**config.mk**
```make
export PLATFORM = sky130hd
export DESIGN_NAME = clock_divider_ctrl
export DESIGN_NICKNAME = d
export VERILOG_FILES = /design/src/rtl/clock_divider_ctrl.sv
export SDC_FILE = /design/constraint.sdc
export NUM_CORES = 1
export LEC_CHECK = 0
export BUFFER_PORTS_ARGS = -buffer_cell sky130_fd_sc_hd__buf_2
export CAP_MARGIN = 20
export CORE_UTILIZATION = 45
export DETAILED_ROUTE_END_ITERATION = 8
export PLACE_DENSITY = 0.7
export SYNTH_ARGS = -nofsm -noshare
export SYNTH_HDL_FRONTEND = slang
export SYNTH_SLANG_ARGS = --single-unit
```
**constraint.sdc**
```tcl
create_clock -name i_clk -period 6.8 [get_ports i_clk]
set_input_delay 2.04 -clock i_clk [delete_from_list [all_inputs] [get_ports i_clk]]
set_output_delay 2.04 -clock i_clk [all_outputs]
set_load 0.005 [all_outputs]
```
**src/rtl/clock_divider_ctrl.sv**
```systemverilog
`timescale 1ns/1ps
// -----------------------------------------------------------------------------
// clock_divider_ctrl
//
// Purpose:
//   Runtime-controlled clock divider for the LCD/text pipeline. It starts and
//   stops a divided clock on request and accepts new half-period values over a
//   valid/ready handshake. A new value takes effect only at a low-to-high toggle
//   of o_clk or when the divider stops, so o_clk never shows a runt phase.
//
// Parameters:
//   CNT_WIDTH     width of the half-period counter and divisor value
//   DEFAULT_HALF  half-period (i_clk cycles) in force after reset
//
// Ports:
//   i_clk          system clock, all logic on posedge
//   i_rst          asynchronous active-high reset
//   i_en           run request (level)
//   i_cfg_valid    new half-period offered
//   i_cfg_half     requested half-period; 0 is treated as 1
//   o_cfg_ready    controller can accept a half-period (no value pending)
//   o_clk          divided clock, registered
//   o_rise         one-cycle pulse in the first cycle of each o_clk high phase
//   o_fall         one-cycle pulse in the first cycle of each o_clk low phase
//   o_running      high while in RUN or DRAIN
//   o_active_half  half-period currently in force
//   o_rise_count   (CLOCK_DIVIDER_CTRL_RISE_COUNT_EN only) o_rise pulses since
//                  reset or the last divisor load
//
// Optional feature macro: CLOCK_DIVIDER_CTRL_RISE_COUNT_EN
// -----------------------------------------------------------------------------
module clock_divider_ctrl #(
  parameter int CNT_WIDTH    = 16,
  parameter int DEFAULT_HALF = 4
) (
  input  logic                 i_clk,
  input  logic                 i_rst,
  input  logic                 i_en,
  input  logic                 i_cfg_valid,
  input  logic [CNT_WIDTH-1:0] i_cfg_half,
  output logic                 o_cfg_ready,
  output logic                 o_clk,
  output logic                 o_rise,
  output logic                 o_fall,
  output logic                 o_running,
  output logic [CNT_WIDTH-1:0] o_active_half
`ifdef CLOCK_DIVIDER_CTRL_RISE_COUNT_EN
  ,
  output logic [31:0]          o_rise_count
`endif
);

  typedef enum logic [1:0] {
    ST_STOP  = 2'd0,
    ST_RUN   = 2'd1,
    ST_DRAIN = 2'd2
  } state_e;

  localparam logic [CNT_WIDTH-1:0] DEFAULT_HALF_C = CNT_WIDTH'(DEFAULT_HALF);
  localparam logic [CNT_WIDTH-1:0] ONE_C          = CNT_WIDTH'(1);

  state_e               state_q, state_d;
  logic [CNT_WIDTH-1:0] cnt_q, cnt_d;
  logic                 clk_q, clk_d;
  logic                 rise_q, rise_d;
  logic                 fall_q, fall_d;
  logic [CNT_WIDTH-1:0] active_half_q, active_half_d;
  logic                 pend_q, pend_d;
  logic [CNT_WIDTH-1:0] pend_half_q, pend_half_d;

  logic                 accept;
  logic [CNT_WIDTH-1:0] half_clamped;
  logic                 at_limit;
  logic                 rise_now;
  logic                 stop_now;
  logic                 div_load;   // a new divisor takes effect at this edge

  assign accept       = i_cfg_valid && !pend_q;
  assign half_clamped = (i_cfg_half == '0) ? ONE_C : i_cfg_half;
  // active_half_q is never 0, so this compare fires before the counter can wrap.
  assign at_limit     = (cnt_q == active_half_q - ONE_C);

  // NOTE: every variable written here gets a default first, so no path through
  // the case statement can leave it unassigned and infer a latch.
  always_comb begin
    state_d       = state_q;
    cnt_d         = cnt_q;
    clk_d         = clk_q;
    rise_d        = 1'b0;
    fall_d        = 1'b0;
    active_half_d = active_half_q;
    pend_d        = pend_q;
    pend_half_d   = pend_half_q;
    rise_now      = 1'b0;
    stop_now      = 1'b0;
    div_load      = 1'b0;

    case (state_q)
      ST_STOP: begin
        cnt_d = '0;
        clk_d = 1'b0;
        // In STOP there is no phase to protect, so the value loads directly.
        if (accept) begin
          active_half_d = half_clamped;
          div_load      = 1'b1;
        end
        if (i_en) state_d = ST_RUN;
      end

      ST_RUN, ST_DRAIN: begin
        if (accept) begin
          pend_d      = 1'b1;
          pend_half_d = half_clamped;
        end

        if (state_q == ST_RUN && !i_en && !clk_q) begin
          // Stop request during the low phase: the stop wins over any rise.
          stop_now = 1'b1;
        end else if (at_limit) begin
          cnt_d = '0;
          clk_d = !clk_q;
          if (clk_q) begin
            fall_d = 1'b1;
            // High phase completes here; a stop request ends the run now.
            if (state_q == ST_DRAIN || !i_en) stop_now = 1'b1;
          end else begin
            rise_d   = 1'b1;
            rise_now = 1'b1;
          end
        end else begin
          cnt_d = cnt_q + ONE_C;
          // Stop request mid high phase: let the high phase finish in DRAIN.
          if (state_q == ST_RUN && !i_en) state_d = ST_DRAIN;
        end

        if (stop_now) begin
          state_d = ST_STOP;
          cnt_d   = '0;
          clk_d   = 1'b0;
        end

        if ((rise_now || stop_now) && pend_q) begin
          active_half_d = pend_half_q;
          pend_d        = 1'b0;
          div_load      = 1'b1;
        end else if (stop_now && accept) begin
          // A value offered on the stopping edge is applied at once rather
          // than left pending while stopped.
          active_half_d = half_clamped;
          pend_d        = 1'b0;
          div_load      = 1'b1;
        end
      end

      default: begin
        state_d = ST_STOP;
        cnt_d   = '0;
        clk_d   = 1'b0;
      end
    endcase
  end

  // NOTE: sequential state uses non-blocking assignments so every flop samples
  // the pre-edge values regardless of statement order.
  always_ff @(posedge i_clk or posedge i_rst) begin
    if (i_rst) begin
      state_q       <= ST_STOP;
      cnt_q         <= '0;
      clk_q         <= 1'b0;
      rise_q        <= 1'b0;
      fall_q        <= 1'b0;
      active_half_q <= DEFAULT_HALF_C;
      pend_q        <= 1'b0;
      pend_half_q   <= '0;
    end else begin
      state_q       <= state_d;
      cnt_q         <= cnt_d;
      clk_q         <= clk_d;
      rise_q        <= rise_d;
      fall_q        <= fall_d;
      active_half_q <= active_half_d;
      pend_q        <= pend_d;
      pend_half_q   <= pend_half_d;
    end
  end

  assign o_cfg_ready   = !pend_q;
  assign o_clk         = clk_q;
  assign o_rise        = rise_q;
  assign o_fall        = fall_q;
  assign o_running     = (state_q != ST_STOP);
  assign o_active_half = active_half_q;

`ifdef CLOCK_DIVIDER_CTRL_RISE_COUNT_EN
  logic [31:0] rise_cnt_q, rise_cnt_d;

  // A divisor load clears the count even when that edge also raises o_rise.
  always_comb begin
    rise_cnt_d = rise_cnt_q;
    if (div_load)    rise_cnt_d = '0;
    else if (rise_d) rise_cnt_d = rise_cnt_q + 32'd1;
  end

  always_ff @(posedge i_clk or posedge i_rst) begin
    if (i_rst) rise_cnt_q <= '0;
    else       rise_cnt_q <= rise_cnt_d;
  end

  assign o_rise_count = rise_cnt_q;
`endif

endmodule
```
==> impl_metrics.ini <==
[status]
outcome = finished clean

[cts]
cts_resized = 0
clk_pin_slew_ns = 0.11
htreeDepth = 2
worstSkewPairLatency_ns = 0.32
cts.hold.buffers_added = 0
clk_path_buf_depth = 2
cts.sink_count = 54
cts_tree = built
clock-root-buffer = clkbuf_8
cts_buffers = 5
cts_setup_buffers = 0

[sta]
period_needed_ns = 4.24
clock.fmax_mhz = 236
layout_worst_path_cycle_share_pct = 62.3
slew_headroom_pct = 36.6
finalHoldViolCount = 0
rsz0062_at_grt = no
tns_ns = 0
report.final.slew_viol_count = 0
skew_ns = 0.00877
max_slew.worst_pin.slew_ns = 0.950
setup_viol = 0
layout_setup_ws_ns = 2.56

[setup_path]
cp-end-kind = register
crit_path_top_delay_cell = o2111a_1
worstSetupPathType = register to register
crit_fanout = 17
max_stage_delay_ns = 0.79
crit_chain = inv_1 -> ha_1 -> nor4b_2 -> nand4_1 -> a2111oi_0 -> nand4_1 -> o41ai_2 -> o2111a_1 -> mux2_1 -> mux2_1
ff2ff_path_depth = 10
cp.required_ns = 7.01
start_kind = register
crit_arrival_ns = 4.45

[routing]
drtIter0Drc = 160
drc = 0
ant_nets = 0
wl_per_cell_microns = 16.1
vias = 2331
drt_first_pass_iters = 4
wl_microns = 6510
viasPerCell = 5.77

[yosys]
ys_seq_area_share_pct = 43.3
ys_types = 55
synth_warnings = 0
synth_top_area_share_pct = 42.5
syn_inst = 289
synth_area_leaders = dfrtp_1, mux2_2, xor2_1, xnor2_1, nor2_1
async_flop_share_pct = 100
synth_nets = 315
ys.flop_type = dfrtp_1
synth_area_sq_um = 3120
yosysTopAreaCell = dfrtp_1
ys_ff_latch = 54
synth_edf_count = 0
syn_avg_cell_area_sq_um = 10.8

[die]
die_area_sq_um = 7280
die_height_microns = 85.3
num_rows = 29
die_w_microns = 85.3
core_sq_um = 6530
initial_core_util_pct = 47.8
pin_count = 41

[cells_and_area]
antennaDiodeCount = 0
drive_gt1_share_pct = 28.7
final-instance-count-excl-fill = 404
multi_input_area_sq_um = 1640
mostFrequentLayoutCells = dfrtp_1, buf_2, mux2_2
final_util_pct = 52.8
final_net_count = 352
fillers = 587
stdcell_area_sq_um = 3450
register_area_sq_um = 1350
area_growth_syn_to_layout_pct = 10.4
layout_commonest_cell = dfrtp_1

[flow_run]
drv_cap = 0

[place]
gp_congestion = 0.788
dp_slack_ns = 2.55
hpwl_microns = 4700
dp.cells = 396
port_buffers = 40
placed_area_sq_um = 3340

[min_path]
min_path_cells = 1
worst_hold_path_type = register to register

[pwr]
p_per_area_nw_per_um2 = 368
p_leak_nw = 1.48
ir_drop_mv = 0.269

[global_routing]
antenna_found_initial = 0
grt_overflow = 0
gr-usage-all-layers_pct = 19.5
grt_pass1_wl_microns = 11200
grt_pass1_vias = 2212
grt_max_degree = 55
==> routing by layer <==
layer	wire [microns]	part of all wire (%)	GRT usage, %	vias up
met5	0	0	0	-
met4	72	1.1	6.21	0
met3	243	3.7	3.02	7
met2	2920	45	30.5	60
met1	3270	50	28.0	1153
li1	-	-	-	1111
==> synthesized netlist by cell type (3+ instances only) <==
cell type  instances
xor2_1            16
xnor2_1           15
clkbuf_1           4
ha_1               6
mux2_1             6
mux2_2            34
inv_1             14
nand2_1           12
nor4_1             9
buf_6              3
a21oi_1            3
nand4_1            4
nor2_1            27
dfrtp_1           53
nor2b_1            4
nand3_1           14
o21ai_0            5
and3_1             4
mux2i_1            8
nor3_1             6
==> stage by stage <==
step                      power (mW)  hold slack, ns
after detailed placement        1.07           0.491
after global placement          1.06           0.484
after floorplan                0.924           0.474
after global routing            1.35           0.528
final                           1.27           0.514
after CTS                       1.27           0.516
==> layout make-up <==
cell class | instances | share of cell area (%)
clock buffers | 6 | 2.40
inverters | 14 | 1.52
clock inverters | 2 | 0.581
multi-input cells | 210 | 47.4
repair buffers | 41 | 6.03
flip-flops and latches | 54 | 39.2
well taps | 77 | 2.79
==> logic make-up (layout without fill, tap and decap cells) <==
group / count (synthesis) / after routing / synth area share [%]
flip-flops: 54 / 54 / 43.3
adder cells (fa/ha/maj): 6 / 6 / 2.40
XOR/XNOR: 31 / 31 / 8.69
AND/OR/NAND/NOR: 95 / 95 / 16.9
multiplexers: 48 / 48 / 17.0
buffers and inverters: 25 / 63 / 4.33
AO/OA/AOI/OAI: 30 / 30 / 7.37
==> final timing paths <==
kind | startpoint | end | slack (ns)
min in group asynchronous | i_rst | pend_half_q[6]$_DFFE_PP0P_ | 1.89
setup reg to reg | o_active_half[0]$_DFFE_PP0P_ | o_active_half[6]$_DFFE_PP0P_ | 2.56
max in group asynchronous | i_rst | cnt_q[3]$_DFFE_PP0P_ | 4.45
hold / removal | pend_half_q[11]$_DFFE_PP0P_ | pend_half_q[11]$_DFFE_PP0P_ | 0.51
hold reg to reg | pend_half_q[11]$_DFFE_PP0P_ | pend_half_q[11]$_DFFE_PP0P_ | 0.51
setup / recovery | o_active_half[0]$_DFFE_PP0P_ | o_active_half[6]$_DFFE_PP0P_ | 2.56
==> worst max-delay path: cells and delay by family, from the launching register on <==
kind	cells	cell delay, ns
AO/OA/AOI/OAI	3	1.74
adder cells (fa/ha/maj)	1	0.24
buffers and inverters	1	0.11
flip-flops	1	0.46
multiplexers	2	0.66
AND/OR/NAND/NOR	3	0.92
==> sequential cells by signal, summed over array words and instances, names as in the netlist <==
register and count:
o_active_half 16, state_q 2, pend_half_q 16, o_rise 1
o_clk 1, o_fall 1, pend_q 1, cnt_q 16
==> power by group <==
| part | switching [mW] | internal (mW) |
|---|---|---|
| combinational | 0.240 | 0.253 |
| clock | 0.117 | 0.0868 |
| sequential | 0.140 | 0.430 |
| total | 0.497 | 0.770 |
(Power assumes the default switching activity.)
